===== src/rtl/mem_controller_if.sv =====
// Bus bundle for mem_controller: the byte-wide RAM pins, the fetcher and
// load/store-buffer request/response lines, and the ROB flush line.
interface mem_controller_if;
  logic [7:0]  mem_din;
  logic [7:0]  mem_dout;
  logic [31:0] mem_a;
  logic        mem_wr;
  logic        io_buffer_full;
  logic        IF_need_fetch;
  logic [31:0] IF_fetch_pc;
  logic        IF_output_valid;
  logic [31:0] IF_inst;
  logic        LSB_need_load;
  logic        LSB_need_store;
  logic [31:0] LSB_addr;
  logic [1:0]  LSB_size;
  logic [31:0] LSB_store_data;
  logic        LSB_output_valid;
  logic [31:0] LSB_load_data;
  logic        ROB_roll_back_flag;

  modport slave (
    input  mem_din, io_buffer_full,
    input  IF_need_fetch, IF_fetch_pc,
    input  LSB_need_load, LSB_need_store, LSB_addr, LSB_size, LSB_store_data,
    input  ROB_roll_back_flag,
    output mem_dout, mem_a, mem_wr,
    output IF_output_valid, IF_inst,
    output LSB_output_valid, LSB_load_data
  );

  modport master (
    output mem_din, io_buffer_full,
    output IF_need_fetch, IF_fetch_pc,
    output LSB_need_load, LSB_need_store, LSB_addr, LSB_size, LSB_store_data,
    output ROB_roll_back_flag,
    input  mem_dout, mem_a, mem_wr,
    input  IF_output_valid, IF_inst,
    input  LSB_output_valid, LSB_load_data
  );
endinterface


===== src/rtl/mem_controller.sv =====
// Arbiter between the byte-wide RAM bus, the instruction fetcher and the
// load/store buffer; assembles little-endian words one byte per cycle.
module mem_controller (
  input  logic            clk,
  input  logic            rst,
  input  logic            rdy,
  mem_controller_if.slave bus
);

  typedef enum logic [1:0] {
    IDLE  = 2'd0,
    FETCH = 2'd1,
    LOAD  = 2'd2,
    STORE = 2'd3
  } state_t;

  function automatic logic [2:0] last_index(input logic [1:0] size);
    case (size)
      2'd0:    last_index = 3'd0;
      2'd1:    last_index = 3'd1;
      default: last_index = 3'd3;
    endcase
  endfunction

  function automatic logic [7:0] byte_of(input logic [31:0] data, input logic [1:0] idx);
    case (idx)
      2'd0:    byte_of = data[7:0];
      2'd1:    byte_of = data[15:8];
      2'd2:    byte_of = data[23:16];
      default: byte_of = data[31:24];
    endcase
  endfunction

  function automatic logic [31:0] zero_ext(input logic [31:0] data, input logic [1:0] size);
    case (size)
      2'd0:    zero_ext = {24'd0, data[7:0]};
      2'd1:    zero_ext = {16'd0, data[15:0]};
      default: zero_ext = data;
    endcase
  endfunction

  state_t      state_r;
  logic [2:0]  cnt_r;
  logic        if_pend_r;
  logic [31:0] if_addr_r;
  logic        ls_pend_r;
  logic        ls_is_store_r;
  logic [31:0] ls_addr_r;
  logic [1:0]  ls_size_r;
  logic [31:0] ls_data_r;
  logic [31:0] asm_r;
  logic        resume_r;
  logic [7:0]  mem_dout_r;
  logic [31:0] mem_a_r;
  logic        mem_wr_r;
  logic        if_valid_r;
  logic [31:0] if_inst_r;
  logic        lsb_valid_r;
  logic [31:0] lsb_data_r;

  logic        roll_s;
  logic        if_pulse_s;
  logic        ls_pulse_s;
  logic        sel_store_s;
  logic [31:0] sel_ls_addr_s;
  logic [1:0]  sel_size_s;
  logic [31:0] sel_data_s;
  logic [31:0] sel_if_addr_s;
  logic        ls_avail_s;
  logic        if_avail_s;
  logic        ls_blocked_s;
  logic        start_ls_s;
  logic        start_if_s;
  logic [2:0]  last_s;
  logic [31:0] asm_next_s;

  // Request selection: a same-edge pulse wins over the latched copy; flush drops pulses and pending loads.
  always_comb begin
    roll_s     = bus.ROB_roll_back_flag;
    if_pulse_s = bus.IF_need_fetch & ~roll_s;
    ls_pulse_s = (bus.LSB_need_load | bus.LSB_need_store) & ~roll_s;

    if (ls_pulse_s) begin
      sel_store_s   = bus.LSB_need_store;
      sel_ls_addr_s = bus.LSB_addr;
      sel_size_s    = bus.LSB_size;
      sel_data_s    = bus.LSB_store_data;
    end else begin
      sel_store_s   = ls_is_store_r;
      sel_ls_addr_s = ls_addr_r;
      sel_size_s    = ls_size_r;
      sel_data_s    = ls_data_r;
    end

    if (if_pulse_s) begin
      sel_if_addr_s = bus.IF_fetch_pc;
    end else begin
      sel_if_addr_s = if_addr_r;
    end

    ls_avail_s   = ls_pulse_s | (ls_pend_r & ~(roll_s & ~ls_is_store_r));
    if_avail_s   = if_pulse_s | (if_pend_r & ~roll_s);
    // A stalled IO store still counts as available so the fetch cannot overtake it.
    ls_blocked_s = sel_store_s & (sel_ls_addr_s[17:16] == 2'b11) & bus.io_buffer_full;
    start_ls_s   = (state_r == IDLE) & ls_avail_s & ~ls_blocked_s;
    start_if_s   = (state_r == IDLE) & ~ls_avail_s & if_avail_s;
  end

  // Last byte index of the running transfer and the assembly word with the current lane filled.
  always_comb begin
    if (state_r == FETCH) begin
      last_s = 3'd3;
    end else begin
      last_s = last_index(ls_size_r);
    end

    asm_next_s = asm_r;
    case (cnt_r[1:0])
      2'd0:    asm_next_s[7:0]   = bus.mem_din;
      2'd1:    asm_next_s[15:8]  = bus.mem_din;
      2'd2:    asm_next_s[23:16] = bus.mem_din;
      default: asm_next_s[31:24] = bus.mem_din;
    endcase
  end

  // Pending request registers, transfer FSM and all registered outputs.
  always_ff @(posedge clk) begin
    if (rst) begin
      state_r       <= IDLE;
      cnt_r         <= 3'd0;
      if_pend_r     <= 1'b0;
      if_addr_r     <= 32'd0;
      ls_pend_r     <= 1'b0;
      ls_is_store_r <= 1'b0;
      ls_addr_r     <= 32'd0;
      ls_size_r     <= 2'd0;
      ls_data_r     <= 32'd0;
      asm_r         <= 32'd0;
      resume_r      <= 1'b0;
      mem_dout_r    <= 8'd0;
      mem_a_r       <= 32'd0;
      mem_wr_r      <= 1'b0;
      if_valid_r    <= 1'b0;
      if_inst_r     <= 32'd0;
      lsb_valid_r   <= 1'b0;
      lsb_data_r    <= 32'd0;
    end else if (!rdy) begin
      // The RAM may not take the byte while stalled; STORE rewrites it on resume.
      mem_wr_r <= 1'b0;
      resume_r <= (state_r == STORE);
    end else begin
      if_valid_r  <= 1'b0;
      lsb_valid_r <= 1'b0;
      resume_r    <= 1'b0;

      if (if_pulse_s) begin
        if_addr_r <= bus.IF_fetch_pc;
      end
      if (start_if_s || roll_s) begin
        if_pend_r <= 1'b0;
      end else if (if_pulse_s) begin
        if_pend_r <= 1'b1;
      end

      if (ls_pulse_s) begin
        ls_is_store_r <= bus.LSB_need_store;
        ls_addr_r     <= bus.LSB_addr;
        ls_size_r     <= bus.LSB_size;
        ls_data_r     <= bus.LSB_store_data;
      end
      if (start_ls_s) begin
        ls_pend_r <= 1'b0;
      end else if (ls_pulse_s) begin
        ls_pend_r <= 1'b1;
      end else if (roll_s && !ls_is_store_r) begin
        ls_pend_r <= 1'b0;
      end

      case (state_r)
        IDLE: begin
          if (start_ls_s) begin
            mem_a_r <= sel_ls_addr_s;
            cnt_r   <= 3'd0;
            if (sel_store_s) begin
              state_r    <= STORE;
              mem_wr_r   <= 1'b1;
              mem_dout_r <= byte_of(sel_data_s, 2'd0);
            end else begin
              state_r <= LOAD;
            end
          end else if (start_if_s) begin
            mem_a_r <= sel_if_addr_s;
            cnt_r   <= 3'd0;
            state_r <= FETCH;
          end
        end
        FETCH, LOAD: begin
          if (roll_s) begin
            state_r <= IDLE;
            mem_a_r <= 32'd0;
            cnt_r   <= 3'd0;
          end else begin
            asm_r <= asm_next_s;
            if (cnt_r == last_s) begin
              state_r <= IDLE;
              mem_a_r <= 32'd0;
              cnt_r   <= 3'd0;
              if (state_r == FETCH) begin
                if_valid_r <= 1'b1;
                if_inst_r  <= asm_next_s;
              end else begin
                lsb_valid_r <= 1'b1;
                lsb_data_r  <= zero_ext(asm_next_s, ls_size_r);
              end
            end else begin
              mem_a_r <= mem_a_r + 32'd1;
              cnt_r   <= cnt_r + 3'd1;
            end
          end
        end
        STORE: begin
          if (resume_r) begin
            mem_wr_r <= 1'b1;
          end else if (cnt_r < last_s) begin
            mem_a_r    <= mem_a_r + 32'd1;
            mem_dout_r <= byte_of(ls_data_r, cnt_r[1:0] + 2'd1);
            cnt_r      <= cnt_r + 3'd1;
          end else begin
            mem_wr_r    <= 1'b0;
            lsb_valid_r <= 1'b1;
            state_r     <= IDLE;
            cnt_r       <= 3'd0;
          end
        end
        default: begin
          state_r <= IDLE;
        end
      endcase
    end
  end

  assign bus.mem_dout         = mem_dout_r;
  assign bus.mem_a            = mem_a_r;
  assign bus.mem_wr           = mem_wr_r;
  assign bus.IF_output_valid  = if_valid_r;
  assign bus.IF_inst          = if_inst_r;
  assign bus.LSB_output_valid = lsb_valid_r;
  assign bus.LSB_load_data    = lsb_data_r;

endmodule

===== src/flat_wrapper.sv =====
// flat-port wrapper written by rule: the top's interface ports become plain ports
module mem_controller_flat 
  (clk, rst, rdy, bus_mem_din, bus_io_buffer_full, bus_IF_need_fetch, bus_IF_fetch_pc, bus_LSB_need_load, bus_LSB_need_store, bus_LSB_addr, bus_LSB_size, bus_LSB_store_data, bus_ROB_roll_back_flag, bus_mem_dout, bus_mem_a, bus_mem_wr, bus_IF_output_valid, bus_IF_inst, bus_LSB_output_valid, bus_LSB_load_data);
  mem_controller_if bus_i ();
  input  logic clk;
  input  logic rst;
  input  logic rdy;
  input wire logic [$bits(bus_i.mem_din)-1:0] bus_mem_din;
  input wire logic [$bits(bus_i.io_buffer_full)-1:0] bus_io_buffer_full;
  input wire logic [$bits(bus_i.IF_need_fetch)-1:0] bus_IF_need_fetch;
  input wire logic [$bits(bus_i.IF_fetch_pc)-1:0] bus_IF_fetch_pc;
  input wire logic [$bits(bus_i.LSB_need_load)-1:0] bus_LSB_need_load;
  input wire logic [$bits(bus_i.LSB_need_store)-1:0] bus_LSB_need_store;
  input wire logic [$bits(bus_i.LSB_addr)-1:0] bus_LSB_addr;
  input wire logic [$bits(bus_i.LSB_size)-1:0] bus_LSB_size;
  input wire logic [$bits(bus_i.LSB_store_data)-1:0] bus_LSB_store_data;
  input wire logic [$bits(bus_i.ROB_roll_back_flag)-1:0] bus_ROB_roll_back_flag;
  output wire logic [$bits(bus_i.mem_dout)-1:0] bus_mem_dout;
  output wire logic [$bits(bus_i.mem_a)-1:0] bus_mem_a;
  output wire logic [$bits(bus_i.mem_wr)-1:0] bus_mem_wr;
  output wire logic [$bits(bus_i.IF_output_valid)-1:0] bus_IF_output_valid;
  output wire logic [$bits(bus_i.IF_inst)-1:0] bus_IF_inst;
  output wire logic [$bits(bus_i.LSB_output_valid)-1:0] bus_LSB_output_valid;
  output wire logic [$bits(bus_i.LSB_load_data)-1:0] bus_LSB_load_data;
  assign bus_i.mem_din = bus_mem_din;
  assign bus_i.io_buffer_full = bus_io_buffer_full;
  assign bus_i.IF_need_fetch = bus_IF_need_fetch;
  assign bus_i.IF_fetch_pc = bus_IF_fetch_pc;
  assign bus_i.LSB_need_load = bus_LSB_need_load;
  assign bus_i.LSB_need_store = bus_LSB_need_store;
  assign bus_i.LSB_addr = bus_LSB_addr;
  assign bus_i.LSB_size = bus_LSB_size;
  assign bus_i.LSB_store_data = bus_LSB_store_data;
  assign bus_i.ROB_roll_back_flag = bus_ROB_roll_back_flag;
  assign bus_mem_dout = bus_i.mem_dout;
  assign bus_mem_a = bus_i.mem_a;
  assign bus_mem_wr = bus_i.mem_wr;
  assign bus_IF_output_valid = bus_i.IF_output_valid;
  assign bus_IF_inst = bus_i.IF_inst;
  assign bus_LSB_output_valid = bus_i.LSB_output_valid;
  assign bus_LSB_load_data = bus_i.LSB_load_data;
  mem_controller u_core (.clk(clk), .rst(rst), .rdy(rdy), .bus(bus_i));
endmodule

===== config.mk =====
export PLATFORM = sky130hd
export DESIGN_NAME = mem_controller_flat
export DESIGN_NICKNAME = d
export VERILOG_FILES = /design/src/rtl/mem_controller_if.sv /design/src/rtl/mem_controller.sv /design/src/flat_wrapper.sv
export SDC_FILE = /design/constraint.sdc
export NUM_CORES = 1
export LEC_CHECK = 0
export ABC_AREA = 0
export BUFFER_PORTS_ARGS = -buffer_cell sky130_fd_sc_hd__clkbuf_2
export CORE_ASPECT_RATIO = 0.9
export CORE_MARGIN = 4
export CORE_UTILIZATION = 25
export CTS_BUF_LIST = sky130_fd_sc_hd__clkbuf_8
export CTS_CLUSTER_SIZE = 10
export DETAILED_ROUTE_END_ITERATION = 16
export GPL_ROUTABILITY_DRIVEN = 0
export SETUP_SLACK_MARGIN = 0.15
export SLEW_MARGIN = 10
export SYNTH_ARGS = -nofsm -noshare
export SYNTH_HDL_FRONTEND = slang
export SYNTH_SLANG_ARGS = --single-unit

===== constraint.sdc =====
create_clock -name clk -period 3.2 [get_ports clk]
set_input_delay 0.32 -clock clk [delete_from_list [all_inputs] [get_ports clk]]
set_output_delay 0.32 -clock clk [all_outputs]
set_load 0.02 [all_outputs]

==> results of run 1 <==
[sequential cells by signal, indices dropped and copies added, names as in the netlist, 2 cells and up]
| signal | count |
|---|---|
| u_core.bus.LSB_load_data | 32 |
| u_core.bus.mem_dout | 8 |
| u_core.if_addr_r | 32 |
| u_core.bus.IF_inst | 32 |
| u_core.state_r | 2 |
| u_core.ls_size_r | 2 |
| u_core.ls_data_r | 32 |
| u_core.bus.mem_a | 32 |
| u_core.ls_addr_r | 32 |
| u_core.asm_r | 32 |
| u_core.cnt_r | 3 |
[final timing paths]
path / from / endpoint / slack, ns / cells after the start
setup / recovery: u_core.state_r[1] / u_core.bus.mem_a[11] / 0.39 / 10
hold / removal: bus_mem_din[3] / u_core.asm_r[3] / 0.06 / 3
setup reg to reg: u_core.state_r[1] / u_core.bus.mem_a[11] / 0.39 / 10
hold reg to reg: u_core.ls_addr_r[12] / u_core.ls_addr_r[12] / 0.45 / 2
[synth_stat cells, drive strengths merged (2+ instances only)]
library cell	count
o211ai	27
a2111oi	2
a32oi	2
o21ai	42
or2	3
and2	13
nand2	339
o2111ai	5
o31a	2
nor4b	2
and3	9
clkbuf	93
nand4	8
a211oi	70
a221oi	3
nor3	19
buf	24
a21o	6
a31oi	32
nor4	8
and4	4
nand3	47
nor2b	3
or3	6
nand4b	5
a21oi	141
dfxtp	246
nor2	141
nand3b	22
a222oi	8
ha	14
mux2i	47
a22o	24
inv	13
mux2	2
nand2b	14
nor3b	2
or4	4
a21boi	3
[area by class of cell]
class,count,area (um^2)
fillers,4821,30300
inverters,14,52.6
diodes,4,10.0
clock inverters,23,160
flip-flops and latches,246,4920
repair buffers,347,2340
well taps,608,761
multi-input cells,1093,6030
clock buffers,59,812
[cell families after synthesis]
| group | Yosys count | synth area share |
|---|---|---|
| buffers and inverters | 131 | 0.0459 |
| AO/OA/AOI/OAI | 378 | 0.213 |
| AND/OR/NAND/NOR | 652 | 0.253 |
| flip-flops | 246 | 0.430 |
| adder cells (fa/ha/maj) | 14 | 0.0153 |
| multiplexers | 49 | 0.0430 |
[metrics by stage]
stage / instance area (um^2) / std cells / setup slack [ns] / power [W]
final: 15100 / 2394 / 0.387 / 0.00782
after global routing: 15100 / 2394 / 0.153 / 0.00821
after detailed placement: 13100 / 2210 / 0.413 / 0.00454
after CTS: 15100 / 2390 / 0.389 / 0.00791
after global placement: 13100 / 2210 / 0.479 / 0.00452
after floorplan: 11500 / 1470 / 0.505 / 0.00409
[repair_timing]
| action | in CTS | in global routing |
|---|---|---|
| endpoints found under the setup margin | 0 | 7 |
| hold endpoints to repair | 100 | 0 |
| gates resized for setup | 0 | 1 |
| hold buffers | 98 | 0 |
[cells in the final DEF (no fill, tap or decap), types with 7 or more instances in the layout]
cell type / instances
and3_1: 9
nor3_1: 18
nor2_1: 139
dfxtp_1: 246
buf_4: 26
a211oi_1: 70
ha_1: 14
a22o_1: 24
and2_1: 12
nand2b_1: 14
nand4_1: 8
o21ai_0: 41
o211ai_1: 27
clkbuf_8: 59
mux2i_1: 47
dlygate4sd3_1: 98
a222oi_1: 8
nand2_1: 337
inv_1: 27
a31oi_1: 32
nor4_1: 7
nand3b_1: 22
clkbuf_2: 219
a21oi_1: 141
nand3_1: 47
[report_power, final]
| part | switching (W) | internal (W) |
|---|---|---|
| logic | 0.000800 | 0.000461 |
| registers | 0.000124 | 0.00321 |
| clock network | 0.00141 | 0.00182 |
| total | 0.00233 | 0.00549 |
[layer usage]
layer / routed length [um] / up-vias / track usage / part of all wire
met3: 2780 / 81 / 0.0352 / 0.066
met4: 1000 / 4 / 0.0488 / 0.024
met2: 18100 / 407 / 0.242 / 0.43
met1: 20000 / 5515 / 0.238 / 0.48
met5: 26 / - / 0 / 0.00062
li1: - / 5737 / - / -
[worst reg2reg max path, delay by kind of cell (launching register included)]
| family | cells | cell delay (ns) |
|---|---|---|
| AND/OR/NAND/NOR | 4 | 1.30 |
| adder cells (fa/ha/maj) | 2 | 0.53 |
| flip-flops | 1 | 0.33 |
| buffers and inverters | 2 | 0.26 |
| AO/OA/AOI/OAI | 2 | 0.32 |
==> summary.md, run 1 <==
The headroom to the max-slew limit is 0.456. No sink is reached through more buffers than the 3 on the longest clock path. The clock net in this run drives a total of 246 sinks. In this run the standard cell core region covers 45400 um^2.

Clock-pin slew was measured on the worst setup and hold paths at 0.06 ns. The number of clock buffers added by TritonCTS is 45. After detailed routing, the number of remaining DRC violations is 0. Counting every instance in the synthesized netlist gives 1470.

Count of different cell masters after synthesis: 66. Via count of the first global-routing pass: 11000. The run finished with clean final reports. The worst setup path is of the reg2reg kind.

For the pin with the worst max-slew slack, the measured transition is 0.816 ns. The first global-routing pass estimated 63900 um of wire. Buffers added to address setup during post-CTS repair amount to 0. The final-layout setup total negative slack is 0 ns. TritonCTS built the clock tree. The worst supply voltage drop on vdd is 0.262 mV.

Walking the worst path, the cells encountered are inv_1, ha_1, or3_1, ha_1, nand3b_1, a21oi_1, or2_1, buf_12, or4_1, a31oi_1. The synthesized design spends more area on one cell type than any other, namely dfxtp_1. Die boundary height: 211 um. In this run the static leakage power is 5.84 nW. The post-synth design cell area is 11500 um^2. The detail-routed via count per cell came out at 4.91. The share of synthesized registers carrying an async set or reset works out to 0.

The synthesis-stage register bit count was 246; the number of nets in the finished design was 1875. The part of the cycle the worst path needs is 0.879, and the required time at the endpoint of the critical path is 3.72 ns. The tool flagged a number of max-cap violations equal to 0.

Setup violations remaining at the end of the flow were counted as 0. For the global-route total usage across every layer, the log shows 0.164. The run gives 3.33 ns as the signal arrival time at the worst endpoint.

STA classifies the critical path startpoint as a register. The top-area cell type share of the netlist area is 0.430, and the average instance area after synthesis is 7.80 um^2. The logs give 0.0624 ns for the worst hold-check slack and 221 for the boundary pin count. The Yosys step of the flow raised 0 warnings. The kind of cell with the highest combined delay on the critical path is simple AND/OR/NAND/NOR gates. The starting density of the core is 0.253. Ranked by total cell area, the synthesized netlist is headed by dfxtp_1, nand2_1, a21oi_1, a211oi_1, nor2_1. The logs give 0 for the antenna violation net count after detailed routing and 0.430 for the share of the yosys chip area belonging to registers. The number of nets in the synthesized netlist is 1598.

Together, buffers and inverters on the worst path number 2. By instance count, the cell type seen most on the critical path is ha_1. The tools report the setup clock skew after layout as 0.0178 ns.

The end-of-flow core utilization is 0.333, and the average routed wire per standard cell is 17.5 um. Setup repair after global routing left no endpoint under its margin. The iteration count of the initial detailed-routing pass is 7. The detailed router finished its first iteration with 949 violations. The tree is rooted in a clkbuf_8.

Entering global routing, the biggest net connects 74 pins. Number of pins with negative max-slew slack in the final report: 0. The fraction of final layout cells with drive strength greater than 1 was 0.188.

The slowest stage of the critical path is the or4_1 cell. The die is 234 um wide. Primary flip-flop cell chosen by synthesis mapping: dfxtp_1.

The tightest min-delay check is of the in2reg type. The floorplan step defined a die boundary enclosing 49300 um^2. The logs give 0 for the number of hold violations in the final report and 2 for the H-tree depth. Global routing finished with a remaining overflow of 0. The routed layout has 11700 vias. The synthesized design contains 0 enable-type register cells.

The count of buffers added on input and output ports is 220. The worst path needs 2.81 ns of the cycle, external delays included. The later-pin clock latency in the skew report was 0.60 ns; the worst stage delay on the critical path was 0.50 ns. The row count was 74.

The area growth from synthesis to layout is 31.7%. Upper clock frequency limit: 355 MHz. The peak fanout along the critical path is 32, and the initial antenna violation count is 6. The run gives 29100 um as the placed wire-length estimate after detailed placement.

Wires add up to 41900 um. Kind of end point of the critical path: a register. For this design the ratio of total power to cell area is 518 nW/um^2.
Power figures use the tool's default switching activity.
==> run 2, diff against run 1 <==
- CTS_BUF_LIST: sky130_fd_sc_hd__clkbuf_8 -> unset
- SLEW_MARGIN: 10 -> unset
- clock period: 3.2 -> 3.5 ns (I/O delays scaled with it)
==> run 2 against run 1 <==
  * Sequential power shrank 8.4%
  * Worst hold slack lost 0.043 ns
  * Global-route usage shrank 0.76 points
  * Final area shrank 5.6%
  * Register-to-register slack gained 0.11 ns
  * Wire length shrank 3.4%
==> summary.md, run 2 (synthesis results as in run 1) <==
The flow ran to the end, and the final reports show no timing, DRC or antenna violations. Die boundary height: 211 um (unchanged). The tools report the internal power as 0.00506 W (-7.8%). Net switching power: 0.00203 W (-13%). The run gives 49300 um^2 (unchanged) as the die area. The area of the placeable core was 45400 um^2 (unchanged). The logs give 0.50 ns (+0.11 ns) for the flop-to-flop setup slack and 221 (unchanged) for the boundary pin count.

The worst register-to-register path ends at u_core.bus.mem_a[24]. For the via count of the first global-routing pass, the log shows 10200 (-7.2%). The required time at the endpoint of the critical path is 3.92 ns (+0.20 ns), and the worst hold-check slack is 0.0193 ns (-0.0431 ns).

The power per standard cell area was 498 nW/um^2 (-3.8%); the via total after detailed routing was 11200 (-4.2%). The iteration count of the initial detailed-routing pass came out at 5 (-2). The initial antenna violation count came out at 8 (+2). The tools report the clock network fraction of total power as 0.420 (+0.008).

The part of the cycle the worst path needs is 0.858 (-0.0210). The uppermost metal layer occupied by signal nets is met5. Fraction of power consumed by sequential logic: 0.429 (+0.003).

Setup repair after global routing left no endpoint under its margin. The worst supply voltage drop on vdd is 0.357 mV (+36%). The tools report the global-route total usage across every layer as 0.156 (-0.00756).

Start-to-end type of the worst setup path: reg2reg. For the upper clock frequency limit, the log shows 333 MHz (-6.3%). TritonCTS built the clock tree.

The worst register-to-register path begins at u_core.state_r[1]. STA classifies the critical path endpoint as a register. The logs give 0 (unchanged) for the antenna violation net count after detailed routing and 31 (-31%) for the total clock buffers created by CTS.

The final-layout setup total negative slack was 0 ns (unchanged); the number of hold violations in the final report was 0 (unchanged). The H-tree depth is 1 (-1). The worst stage delay on the critical path works out to 0.45 ns (-0.05 ns). For the routed length on met2, the log shows 17600 um (-2.7%). The critical path goes through inv_1, ha_1, or3_1, ha_1, nand3b_1, a21oi_1, or2_2, buf_4, a31oi_1, o21ai_0, a31oi_1.

The peak fanout along the critical path was 22 (-31%); the sum of met3 wire segment lengths after detailed routing was 3100 um (+12%). The setup clock skew after layout was 0.0116 ns (-0.00618 ns); the number of remaining DRC errors was 0 (unchanged). The final wirelength came out at 40500 um (-3.4%). The detail-routed via count per cell is 4.93 (+0.48%), and the number of cells on the worst reg-to-reg path is 11 (+1).

The path category of the worst min-delay check is in2reg. Clock slew at the register clock pins of the worst setup and hold paths: 0.06 ns (about the same). The logs give 0.57 ns (-0.03 ns) for the later-pin clock latency in the skew report and 0.253 (unchanged) for the starting density of the core. The logs give 1000 (+5.4%) for the count of routing violations after the opening detailed-route iteration and 0 (unchanged) for the number of max-cap violations. The tree is rooted in a clkbuf_16. The number of nets in the finished design is 1785 (-4.8%), and the number of buffers inserted by port buffering is 220 (unchanged). The number of pins with negative max-slew slack in the final report was 0 (unchanged).

The end-of-flow core utilization was 0.314 (-0.0188). The post-CTS repair timing setup buffer count came out at 0 (unchanged). First element of the critical path: u_core.state_r[1]. The maximum root-to-sink buffer count is 3 (unchanged).

The actual transition at the worst max-transition pin was 1.18 ns (+0.364 ns). The switching part of the total is 0.287 (-0.0115), and the die boundary width is 234 um (unchanged). The signal arrival time at the worst endpoint was 3.43 ns (+0.10 ns); the clock net sink count was 246 (unchanged). The fraction of final layout cells with drive strength greater than 1 works out to 0.184 (-0.00427).

The critical path launch point type is a register. The logs give 5.41 nW (-7.3%) for the total leakage power and 19000 um (-5.3%) for the met1 wire length. Relative to the synthesized area, the layout overhead comes to 24.3%. For the first-pass GRT wire length, the log shows 61200 um (-4.3%). The tools report the fraction of power consumed by combinational cells as 0.151 (-0.010).

The tools report the end of the critical path as u_core.bus.mem_a[24]. Most common cell after layout, fill and taps aside: nand2_1. Average routed wire per standard cell: 17.7 um (+1.3%).

The library cells used most frequently in the layout, excluding fill and tap cells, are nand2_1, dfxtp_1, clkbuf_2, a21oi_1, nor2_1. The headroom to the max-slew limit is 0.211 (-0.245), and the total global routing overflow is 0 (unchanged). For the count of final setup violators, the log shows 0 (unchanged). Worst-path cell with the longest stage delay: or2_2.

For the placed wire-length estimate after detailed placement, the log shows 29100 um (about the same). The largest net degree at the start of global routing was 66 (-11%). Shortest period the worst path allows: 3.00 ns (+0.190 ns).

The row count is 74 (unchanged).
[run 2: cell types whose count changed in the layout (fill, tap and decap cells not counted), sizes merged]
cell         change
clkinv           +1
diode            -1
clkinvlp         -1
inv             -15
clkbuf          -20
dlygate4sd3     -76
[run 2: how the worst min path moves through the flow]
stage	start	to	slack, ns	cells past startpoint
2_1_floorplan	u_core.ls_data_r[24]	u_core.ls_data_r[24]	0.43	2
3_3_place_gp	u_core.ls_addr_r[18]	u_core.ls_addr_r[18]	0.44	2
3_5_place_dp	u_core.ls_data_r[31]	u_core.ls_data_r[31]	0.45	2
4_1_cts	bus_IF_fetch_pc[27]	u_core.if_addr_r[27]	0.001	2
5_1_grt	bus_LSB_store_data[22]	u_core.ls_data_r[22]	0.007	3
6_report	bus_LSB_store_data[31]	u_core.ls_data_r[31]	0.02	3
[run 2: per-stage QoR]
stage,cell area [um^2],setup slack [ns],instances,power [W]
2_1_floorplan,11500,0.805,1470,0.00374
3_3_place_gp,13100,0.304,2210,0.00413
3_5_place_dp,13100,0.264,2210,0.00415
4_1_cts,14200,0.281,2279,0.00718
5_1_grt,14200,0.279,2280,0.00741
6_report,14200,0.496,2282,0.00709
[run 2: power by group through the flow]
stage | Combinational [W] | Sequential [W] | Clock, W
after detailed placement | 0.00105 | 0.00310 | 0
after global routing | 0.00118 | 0.00306 | 0.00317
after floorplan | 0.000597 | 0.00314 | 0
after CTS | 0.00107 | 0.00304 | 0.00306
after global placement | 0.00104 | 0.00310 | 0
final | 0.00107 | 0.00305 | 0.00298
[run 2: layout make-up]
cell class / count / area [um^2]
inverter: 14 / 52.6
antenna: 3 / 7.51
timing repair buffer: 271 / 1560
multi-input combinational: 1093 / 6020
clock inverter: 8 / 96.3
clock buffer: 39 / 816
fill: 4826 / 31100
sequential: 246 / 4920
tap: 608 / 761
[run 2: critical path: cells and delay by family (launching register included)]
family                   cells  cell delay [ns]
AO/OA/AOI/OAI                4             0.70
buffers and inverters        2             0.35
adder cells (fa/ha/maj)      2             0.51
flip-flops                   1             0.34
AND/OR/NAND/NOR              3             0.95
[run 2: routing by layer]
| metal | track usage | vias up |
|---|---|---|
| li1 | - | 5547 |
| met1 | 0.229 | 5247 |
| met2 | 0.233 | 383 |
| met3 | 0.0376 | 57 |
| met4 | 0.0322 | 14 |
| met5 | 0 | - |
[run 2: what timing repair did]
item / in CTS / in global routing
hold buffers: 22 / 0
endpoints found under the setup margin: 0 / 9
resized for setup: 0 / 1
endpoints found under the hold margin: 22 / 0
